## src/rtl/fetch_decode_queue.sv

```systemverilog
// Multi-entry fetch-to-decode packet queue with epoch drop and one-cycle flush.
// Optional duplicate-pc filter: define DECQ_DUP_PC_FILTER_EN.
module fetch_decode_queue #(
  parameter int DEPTH   = 4,
  parameter int EPOCH_W = 1,
  parameter int XLEN    = 32
) (
  input  logic                       clk,
  input  logic                       rst,
  input  logic                       redirect_valid,
  input  logic                       fetch_valid,
  output logic                       fetch_ready,
  input  logic [XLEN-1:0]            fetch_inst,
  input  logic [XLEN-1:0]            fetch_pc,
  input  logic [EPOCH_W-1:0]         fetch_epoch,
  input  logic                       pred_taken,
  input  logic [XLEN-1:0]            pred_target,
  output logic                       deq_valid,
  input  logic                       deq_ready,
  output logic [XLEN-1:0]            deq_inst,
  output logic [XLEN-1:0]            deq_pc,
  output logic                       deq_pred_taken,
  output logic [XLEN-1:0]            deq_pred_target,
  output logic [$clog2(DEPTH+1)-1:0] count
);

  localparam int PW = $clog2(DEPTH);
  localparam int CW = $clog2(DEPTH+1);
  localparam logic [PW-1:0] LAST = PW'(DEPTH-1);
  localparam logic [CW-1:0] FULL = CW'(DEPTH);

  logic [XLEN-1:0]    inst_q [DEPTH];
  logic [XLEN-1:0]    pc_q   [DEPTH];
  logic [XLEN-1:0]    tgt_q  [DEPTH];
  logic [DEPTH-1:0]   tk_q;

  logic [PW-1:0]      head;
  logic [PW-1:0]      tail;
  logic [PW-1:0]      head_nxt;
  logic [PW-1:0]      tail_nxt;
  logic [EPOCH_W-1:0] cur_epoch;

  logic has;
  logic deq_fire;
  logic enq_hs;
  logic enq_do;
  logic dup;

`ifdef DECQ_DUP_PC_FILTER_EN
  logic [XLEN-1:0] last_pc;
  logic            last_vld;

  always_ff @(posedge clk) begin
    if (rst) begin
      last_pc  <= '0;
      last_vld <= 1'b0;
    end else if (redirect_valid) begin
      last_vld <= 1'b0;
    end else if (enq_do) begin
      last_pc  <= fetch_pc;
      last_vld <= 1'b1;
    end
  end

  assign dup = last_vld & (fetch_pc == last_pc);
`else
  assign dup = 1'b0;
`endif

  always_comb begin
    has         = (count != '0);
    deq_valid   = has & ~redirect_valid;
    deq_fire    = deq_valid & deq_ready;
    fetch_ready = (count != FULL) | deq_fire;
    enq_hs      = fetch_valid & fetch_ready;
    enq_do      = enq_hs & ~redirect_valid
                & (fetch_epoch == cur_epoch) & ~dup;
    head_nxt    = (head == LAST) ? '0 : head + 1'b1;
    tail_nxt    = (tail == LAST) ? '0 : tail + 1'b1;
  end

  always_comb begin
    deq_inst        = '0;
    deq_pc          = '0;
    deq_pred_taken  = 1'b0;
    deq_pred_target = '0;
    if (has) begin
      deq_inst        = inst_q[head];
      deq_pc          = pc_q[head];
      deq_pred_taken  = tk_q[head];
      deq_pred_target = tgt_q[head];
    end
  end

  always_ff @(posedge clk) begin
    if (rst) begin
      head      <= '0;
      tail      <= '0;
      count     <= '0;
      cur_epoch <= '0;
    end else if (redirect_valid) begin
      head      <= '0;
      tail      <= '0;
      count     <= '0;
      cur_epoch <= cur_epoch + 1'b1;
    end else begin
      if (enq_do)   tail <= tail_nxt;
      if (deq_fire) head <= head_nxt;
      case ({enq_do, deq_fire})
        2'b10:   count <= count + 1'b1;
        2'b01:   count <= count - 1'b1;
        default: count <= count;
      endcase
    end
  end

  always_ff @(posedge clk) begin
    if (rst) begin
      for (int i = 0; i < DEPTH; i++) begin
        inst_q[i] <= '0;
        pc_q[i]   <= '0;
        tgt_q[i]  <= '0;
      end
      tk_q <= '0;
    end else if (enq_do) begin
      inst_q[tail] <= fetch_inst;
      pc_q[tail]   <= fetch_pc;
      tgt_q[tail]  <= pred_target;
      tk_q[tail]   <= pred_taken;
    end
  end

endmodule
```

## config.mk

```make
export PLATFORM = sky130hd
export DESIGN_NAME = fetch_decode_queue
export DESIGN_NICKNAME = d
export VERILOG_FILES = /design/src/rtl/fetch_decode_queue.sv
export SDC_FILE = /design/constraint.sdc
export NUM_CORES = 1
export LEC_CHECK = 0
export CORE_MARGIN = 1.5
export CORE_UTILIZATION = 55
export CTS_CLUSTER_DIAMETER = 200
export CTS_CLUSTER_SIZE = 28
export DETAILED_ROUTE_END_ITERATION = 7
export DONT_BUFFER_PORTS = 1
export GPL_TIMING_DRIVEN = 0
export PLACE_DENSITY = 0.73
export SYNTH_ARGS = -nofsm -noshare
export SYNTH_HDL_FRONTEND = slang
export SYNTH_SLANG_ARGS = --single-unit
```

## constraint.sdc

```tcl
create_clock -name clk -period 6 [get_ports clk]
set_clock_uncertainty 0.05 [all_clocks]
set_input_delay 0.6 -clock clk [delete_from_list [all_inputs] [get_ports clk]]
set_output_delay 0.6 -clock clk [all_outputs]
set_load 0.01 [all_outputs]
```

; Word-level counts from Yosys, hierarchy flattened
; Memory sizes are Yosys's and may differ from the RTL's. A register that Yosys moved wholly into a read port is not among the register bits.
; Cells that the tools add are included.
[word_totals]
register_bits = 12
latch_bits = 0
ram_bits = 384
mem_bits_ro = 0
in_bits = 103
output_inout_bits = 102
memories = 3
[mem_list]
columns = name, depth, width, read_ports, rd_clocked_by_memory_dff, wr, line_no
row1 = inst_q, 4, 32, 1, 1, 4, 32  ; logic [XLEN-1:0] inst_q [DEPTH];
row2 = pc_q, 4, 32, 1, 1, 4, 33  ; logic [XLEN-1:0] pc_q [DEPTH];
row3 = tgt_q, 4, 32, 1, 1, 4, 34  ; logic [XLEN-1:0] tgt_q [DEPTH];
[classes]
add_sub_neg = 5
mul = 0
div_mod_pow = 0
order_cmp = 3
n_eq_ne = 6
shifts = 0
muxes = 32
n_bitwise = 7
n_reduce_logical = 7
[ops]
columns = operator, count
row1 = 32-bit 2-to-1 mux, 6
row2 = 32-bit OR reduction, 3
row3 = 2-bit 2-to-1 mux, 11
row4 = 1-bit 2-to-1 mux, 11
row5 = 2-bit equality test (second input constant), 3
row6 = 2-bit by 3-bit less-than comparator with 1-bit output (second input constant), 2
row7 = 3-bit one-hot mux with 2 select lines, 1
row8 = 1-bit AND, 5
row9 = 2-bit by 1-bit adder with 2-bit output (second input constant), 2
row10 = 4-bit bitwise mux, 1
row11 = 3-bit by 1-bit adder with 3-bit output (second input constant), 1
row12 = 3-bit inequality test (second input constant), 1
row13 = 3-bit nonzero test, 1
row14 = 3-bit by 1-bit subtractor with 3-bit output (second input constant), 1
row15 = 1-bit binary-select mux with 2-bit select, 1
row16 = 1-bit demux with 2-bit select, 1
row17 = 2-bit by 1-bit equality test with 1-bit output (second input constant), 1
row18 = 2-bit by 1-bit greater-or-equal comparator with 1-bit output (second input constant), 1
row19 = 2-bit nonzero test, 1
row20 = 2-bit OR reduction, 1
row21 = 1-bit adder (second input constant), 1
row22 = 1-bit equality test, 1
row23 = 1-bit logical AND, 1
row24 = 1-bit NOT, 1
row25 = 1-bit bitwise OR, 1

; Logic depth before layout (Yosys ltp)
; Gate-level depths: netlist of run 1.
[depth]
ltp_word = 12
depth_mapped = 10

; Worst setup path before layout of run 1
; OpenSTA, ideal clock, no wires.
[synth_path]
kind = input to register
startpoint = in fetch_valid
endpoint = mem inst_q[3][0], enable pin
arrival_ns = 5.755
required_time_ns = 5.380
path_slack_ns = -0.375
cell_stages = 5
cell_sequence = nor2b_1 > clkbuf_2 > nand3_2 > buf_6 > o21bai_1
[synth_rtl]
columns = item, line_no
row1 = "start, declared", 11  ; input logic fetch_valid,
row2 = "end, declared", 32

; Final worst setup path of run 1
[layout_path]
startpoint = reg count[0]
endpoint = out deq_inst[22]
[layout_between]
elab_chain_len = 2
[layout_lines]
columns = item, line_no
row1 = "start, declared", 24  ; output logic [$clog2(DEPTH+1)-1:0] count
row2 = "start signal, assigned", 110  ; 2'b10: count <= count + 1'b1;
row3 = "start signal, assigned", 111  ; 2'b01: count <= count - 1'b1;
row4 = "start signal, assigned", 112  ; default: count <= count;
row5 = 3-bit nonzero test, 71  ; has = (count != '0);
row6 = 32-bit 2-to-1 mux, 87  ; if (has) begin
row7 = "end, declared", 20  ; output logic [XLEN-1:0] deq_inst,
; No other way between the ends.

==> results of run 1 <==
==> registers in the layout (all words and copies together) (netlist names), named ones only <==
name and flops:
inst_q 128, pc_q 128, tgt_q 128, tk_q 4, count 3, head 2
tail 2, cur_epoch 1
==> cells in the mapped netlist <==
| cell type | number |
|---|---|
| nor3_2 | 1 |
| nand4_1 | 7 |
| o21bai_1 | 1 |
| nand2_1 | 2 |
| o21ai_0 | 1 |
| edfxtp_1 | 384 |
| nand2b_1 | 106 |
| buf_6 | 18 |
| fa_1 | 1 |
| dfxtp_1 | 14 |
| nand3_2 | 1 |
| inv_1 | 5 |
| mux2i_1 | 5 |
| nor2_1 | 393 |
| a21oi_1 | 5 |
| or4b_1 | 1 |
| clkbuf_2 | 1 |
| ha_1 | 6 |
| clkbuf_1 | 32 |
| xnor2_1 | 1 |
| o31ai_1 | 3 |
| xnor2_4 | 1 |
| mux4_2 | 97 |
| xor2_1 | 3 |
| or2_2 | 1 |
| nor2b_1 | 100 |
| buf_4 | 4 |
| or3_1 | 2 |
| nand4_4 | 3 |
| buf_2 | 31 |
| nor4b_1 | 1 |
==> cell type report <==
cell class	count	area share
Sequential cell	398	0.622
Multi-Input combinational cell	742	0.285
Clock buffer	31	0.0274
Buffer	86	0.0270
Tap cell	402	0.0265
Timing Repair Buffer	7	0.00935
Clock inverter	1	0.00158
Inverter	5	0.000988
==> kinds of logic after synthesis <==
logic type	count (synthesis)
buffers and inverters	91
xor gates and xnor gates	5
adders and majority gates	7
AOI/OAI and AO/OA	10
DFF	398
and+or+nand+nor	618
muxes	102
==> stage by stage <==
stage | hold slack (ns) | utilization | total power [mW]
2_1_floorplan | 0.399 | - | 3.50
3_3_place_gp | 0.410 | 0.577 | 3.61
3_5_place_dp | 0.419 | 0.583 | 3.62
4_1_cts | 0.150 | 0.600 | 5.04
5_1_grt | 0.181 | 0.600 | 5.16
6_report | 0.163 | 0.600 | 5.01
==> layer usage <==
layer,part of all wire,vias up,GRT usage
li1,-,4424,-
met1,0.39,5082,0.317
met2,0.51,345,0.415
met3,0.083,37,0.0501
met4,0.018,0,0.0479
met5,0,-,0
==> where the power goes <==
group | internal [mW] | switching, mW
clock | 0.612 | 0.850
combinational | 0.130 | 0.220
sequential | 3.17 | 0.0329
total | 3.91 | 1.10
==> final timing paths <==
check,startpoint,end,slack (ns),cells past startpoint
hold reg to reg,tk_q[0],tk_q[0],0.44,2
hold / removal,redirect_valid,cur_epoch,0.16,2
setup / recovery,count[0],deq_inst[22],2.13,4
setup reg to reg,count[2],count[2],2.80,10
==> layout by cell type, fill, tap and decap left out, drive strengths merged, types with 2 or more instances in the layout <==
master,count
xor2,3
nand2b,106
mux4,97
ha,6
dfxtp,14
xnor2,2
nand4,10
nor2,393
mux2i,5
clkbuf,64
nand2,2
o31ai,3
buf,60
edfxtp,384
nor2b,100
or3,2
a21oi,5
inv,5
==> worst max-delay path, delay by kind of cell (launching register included) <==
family | cells | cell delay, ns
DFF | 1 | 0.48
buffers and inverters | 2 | 1.07
and+or+nand+nor | 2 | 1.14
==> results.sh, run 1 <==
export IMPL_place_area_mm2=0.0184
export IMPL_hold_buffers=0
export IMPL_yosysTopAreaCellShare=0.650
export IMPL_fin_cells=1672
export IMPL_setup_ws_ns=2.13
export IMPL_track_usage=0.240
export IMPL_drv_slew=0
export IMPL_power_density_mw_per_mm2=264
export IMPL_grt_max_degree=55
export IMPL_synthCells=1231
export IMPL_clk_latency_ns=0.53
export IMPL_multiInputGateArea_mm2=0.00542
export IMPL_ios=205
export IMPL_yosys_area_share_adder=0.00536
export IMPL_cp_max_fo=10
export IMPL_cts_buffers=18
export IMPL_finalSetupViolations=0
export IMPL_placed_cells=1640
export IMPL_crit_required_ns=5.35
export IMPL_timing_worst_setup_path_type="register to output port"
export IMPL_dp_slack_ns=2.56
export IMPL_cts_resized_gates=0
export IMPL_rsz0062_at_grt="false"
export IMPL_syn_nets=1341
export IMPL_max_slew_margin=0.286
export IMPL_cts_tree="yes"
export IMPL_slowest_delay_ns=0.91
export IMPL_drt_iter0_drc=752
export IMPL_finalSetupTns_ns=0
export IMPL_synth_compound_area_frac=0.00339
export IMPL_grt_pass1_wl_um=59400
export IMPL_worst_setup_path_start_kind="register"
export IMPL_timing_final_crit_share=0.645
export IMPL_clock_root_buffer="clkbuf_16"
export IMPL_dr_pass1_iters=5
export IMPL_synth_warnings=0
export IMPL_viasPerCell=5.91
export IMPL_dp_hpwl_um=25300
export IMPL_routabilityCongestion=0.747
export IMPL_ir_drop_v=0.000242
export IMPL_rows=65
export IMPL_syn_to_final_growth_pct=7.13
export IMPL_synth_top_family_by_area="simple AND/OR/NAND/NOR gates"
export IMPL_cpMostUsedCell="clkbuf_1"
export IMPL_p_leak_nw=6.27
export IMPL_antenna_left=0
export IMPL_synth_area_mm2=0.0177
export IMPL_drcViolationCount=0
export IMPL_timing_fmax_ghz=0.258
export IMPL_cap_violations=0
export IMPL_antenna_found_initial=0
export IMPL_die_w_um=183
export IMPL_ys_top_cells_by_area="edfxtp_1 (65%), mux4_2 (12%), nor2_1 (8.3%), nand2b_1 (3.7%), nor2b_1 (3.5%)"
export IMPL_cp_arrival_ns=3.22
export IMPL_crit_chain="nor3_2 -> clkbuf_1 -> clkbuf_1 -> nor2b_1"
export IMPL_ys_ff_latch=398
export IMPL_num_vias=9888
export IMPL_clkSlewWorstSetupHoldPaths_ns=0.11
export IMPL_grt_pass1_vias=10100
export IMPL_post_synth_xor_area_fraction=0.00353
export IMPL_seq_area_mm2=0.0118
export IMPL_avgSynthCellArea_um2=14.4
export IMPL_chipHeight_um=183
export IMPL_die_area_mm2=0.0333
export IMPL_synth_top_cell_by_area="edfxtp_1"
export IMPL_worstMarginPinSlew_ns=1.07
export IMPL_fillers=2404
export IMPL_period_minus_slack_ns=3.87
export IMPL_clk_path_buf_depth=3
export IMPL_holdCritPathClass="input pin to register"
export IMPL_initial_core_util=0.560
export IMPL_endpoint_kind="output port"
export IMPL_port_buffers=0
export IMPL_cts_sinks=398
export IMPL_slowest_stage="nor3_2"
export IMPL_routedWlPerCell_um=23.7
export IMPL_synth_cell_types=31
export IMPL_yosys_area_share_simple=0.166
export IMPL_nets=1368
export IMPL_core_area_mm2=0.0316
export IMPL_overflow=0
export IMPL_final_hold_violation_count=0
export IMPL_htree_levels=1
export IMPL_cts_setup_buffers=0
export IMPL_status="finished clean"
export IMPL_drive_gt1_frac=0.149
export IMPL_final_cell_area_mm2=0.0190
export IMPL_seq_area_frac_synth=0.666
export IMPL_n_antenna_cell=0
export IMPL_wirelength_um=39700
export IMPL_synthMuxAreaShare=0.126
(Power assumes the default switching activity.)
==> run 2, diff against run 1 <==
ABC_AREA = 1   (was unset)
clock period = 3.1 ns   (was 6 ns; I/O delays follow)
==> run 2 against run 1 <==
Against the previous run:
- synthesized cell count increased by 45%
- critical path depth increased by 2
- largest cell class unchanged
- flip-flop and latch count unchanged
- clock-buffer cell count decreased by 6
- sequential power increased by 92%
- largest power group unchanged
- sequential share of layout area decreased by 4.6 points
- the run now ends with negative hold slack left
==> results.sh, run 2 <==
export IMPL_status="finished, violations left"
export IMPL_violations="negative hold slack"
export IMPL_ys_ff_latch=398
export IMPL_synth_ff_type="edfxtp_1"
export IMPL_yosysMostFrequentCell="nor2_1"
export IMPL_endpoint_kind="output port"
export IMPL_max_slew_margin=0.417
export IMPL_final_cell_area_mm2=0.0205
export IMPL_rows=66
export IMPL_cts_tree="yes"
export IMPL_cts_setup_buffers=0
export IMPL_die_w_um=186
export IMPL_whs_ns=-0.00303
export IMPL_overflow=0
export IMPL_place_area_mm2=0.0193
export IMPL_final_hold_violation_count=1
export IMPL_initial_core_util=0.562
export IMPL_core_area_mm2=0.0328
export IMPL_clock_root_buffer="clkbuf_16"
export IMPL_clk_path_buf_depth=3
export IMPL_power_density_mw_per_mm2=477
export IMPL_num_vias=13800
export IMPL_wirelength_um=50100
export IMPL_dp_slack_ns=0.138
export IMPL_final_common_cell="nor2_1"
export IMPL_ys_top_cells_by_area="edfxtp_1 (63%), nor2_1 (12%), nor3_2 (6.0%), o21ai_0 (5.6%), a21oi_1 (2.9%)"
export IMPL_drt_iter0_drc=1262
export IMPL_dr_pass1_iters=6
export IMPL_synth_edf_count=384
export IMPL_period_minus_slack_ns=3.04
export IMPL_yosysTopAreaCellShare=0.625
export IMPL_track_usage=0.286
export IMPL_synth_warnings=0
export IMPL_die_area_mm2=0.0346
export IMPL_multiInputGateArea_mm2=0.00569
export IMPL_routabilityCongestion=0.829
export IMPL_dp_hpwl_um=32900
export IMPL_port_buffers=0
export IMPL_finalSetupViolations=0
export IMPL_drive_gt1_frac=0.111
export IMPL_finalSetupTns_ns=0
export IMPL_worst_setup_path_start_kind="register"
export IMPL_ir_drop_v=0.000415
export IMPL_antenna_left=0
export IMPL_finalPower_mw=9.78
export IMPL_synth_cell_types=24
export IMPL_timing_worst_setup_path_type="register to output port"
export IMPL_p_leak_nw=7.44
export IMPL_avgSynthCellArea_um2=10.3
export IMPL_grt_pass1_vias=13300
export IMPL_grt_max_degree=97
export IMPL_syn_nets=1898
export IMPL_setup_ws_ns=0.0631
export IMPL_fillers=2681
export IMPL_mostFrequentLayoutCells="nor2_1 (578), edfxtp_1 (384), o21ai_0 (202)"
export IMPL_syn_to_final_growth_pct=11.2
export IMPL_viasPerCell=5.90
export IMPL_antenna_found_initial=3
export IMPL_worstMarginPinSlew_ns=0.869
export IMPL_timing_fmax_ghz=0.329
export IMPL_synth_area_mm2=0.0184
export IMPL_crit_required_ns=2.74
export IMPL_routedWlPerCell_um=21.5
export IMPL_cap_violations=0
export IMPL_clk_latency_ns=0.54
export IMPL_synthCells=1788
export IMPL_nets=1991
export IMPL_timing_final_crit_share=0.980
export IMPL_drcViolationCount=0
export IMPL_holdCritPathClass="input pin to register"
export IMPL_ios=205
export IMPL_htree_levels=1
export IMPL_seq_area_frac_synth=0.641
export IMPL_drv_slew=0
export IMPL_synthArstFlopShare=0
export IMPL_chipHeight_um=186
export IMPL_yosys_top_cells_count="nor2_1 (578), edfxtp_1 (384), o21ai_0 (205), inv_1 (113), nor3_2 (110)"
export IMPL_seq_area_mm2=0.0118
export IMPL_cts_buffers=18
export IMPL_top_regs="inst_q: 128 flops, pc_q: 128 flops, tgt_q: 128 flops"
export IMPL_grt_pass1_wl_um=74100
export IMPL_clkSlewWorstSetupHoldPaths_ns=0.12
export IMPL_post_route_util=0.625
export IMPL_cp_arrival_ns=2.68
export IMPL_synth_top_cell_by_area="edfxtp_1"
export IMPL_cts_sinks=398
export IMPL_cp_max_fo=10
run 2: changes by cell type in the layout (fill, tap and decap cells not counted), sizes merged, moves of 60 or more:
cell,delta
o21ai,+206
inv,+112
a21oi,+102
nor2,+187
nor2b,-100
nor3,+191
dlygate4sd3,+60
mux4,-97
nand2b,-106
run 2: power breakdown:
group	internal (mW)	switching [mW]	leakage, nW
combinational	0.212	0.583	3.11
clock	1.16	1.66	0.253
sequential	6.11	0.0574	4.08
run 2: area by class of cell:
class / count / area share
repair buffers: 71 / 0.0415
plain buffers: 137 / 0.0295
multi-input cells: 1135 / 0.278
diodes: 5 / 0.000610
well taps: 442 / 0.0270
clock buffers: 25 / 0.0243
inverters: 120 / 0.0220
clock inverters: 1 / 0.00146
flip-flops and latches: 398 / 0.576
run 2: path summary, 6_finish.rpt:
kind               start     endpoint  slack (ns)  cells after the start
max             register  deq_inst[1]        0.06                      6
min          fetch_pc[0]   pc_q[3][0]      -0.003                      2
max reg2reg     count[0]  tgt_q[1][9]        0.28                      7
min reg2reg    cur_epoch    cur_epoch        0.48                      2
run 2: metal layers:
metal	GRT usage	share of wire	up-vias
met3	0.0652	0.099	80
met1	0.366	0.39	6768
li1	-	-	6278
met2	0.489	0.49	648
met4	0.0810	0.024	0
met5	0	0	-
run 2: kinds of logic after synthesis:
logic type | synth area share
DFF | 0.641
AOI/OAI and AO/OA | 0.0854
and+or+nand+nor | 0.212
adders and majority gates | 0.00516
buffers and inverters | 0.0568
run 2: stage by stage:
step           instances  hold slack (ns)
6_report            2334         -0.00303
5_1_grt             2331          0.00382
4_1_cts             2326         0.000263
3_5_place_dp        2241            0.403
3_3_place_gp        2230            0.401
2_1_floorplan       1788            0.395
run 2: critical path, cell delays in order (launching register included):
cell and delay, ns:
dfxtp_1 0.41, clkbuf_2 0.41, clkbuf_1 0.57, nor2_1 0.11
nor2_1 0.12, o21ai_0 0.10, a21oi_1 0.42
run 2: repair_timing:
item / 4_1_cts / 5_1_grt
resized for setup: 5 / 13
pin swaps: 0 / 3
gates cloned: 0 / 3
hold buffers: 60 / 0
hold endpoints to repair: 94 / 0
endpoints found under the setup margin: 72 / 155
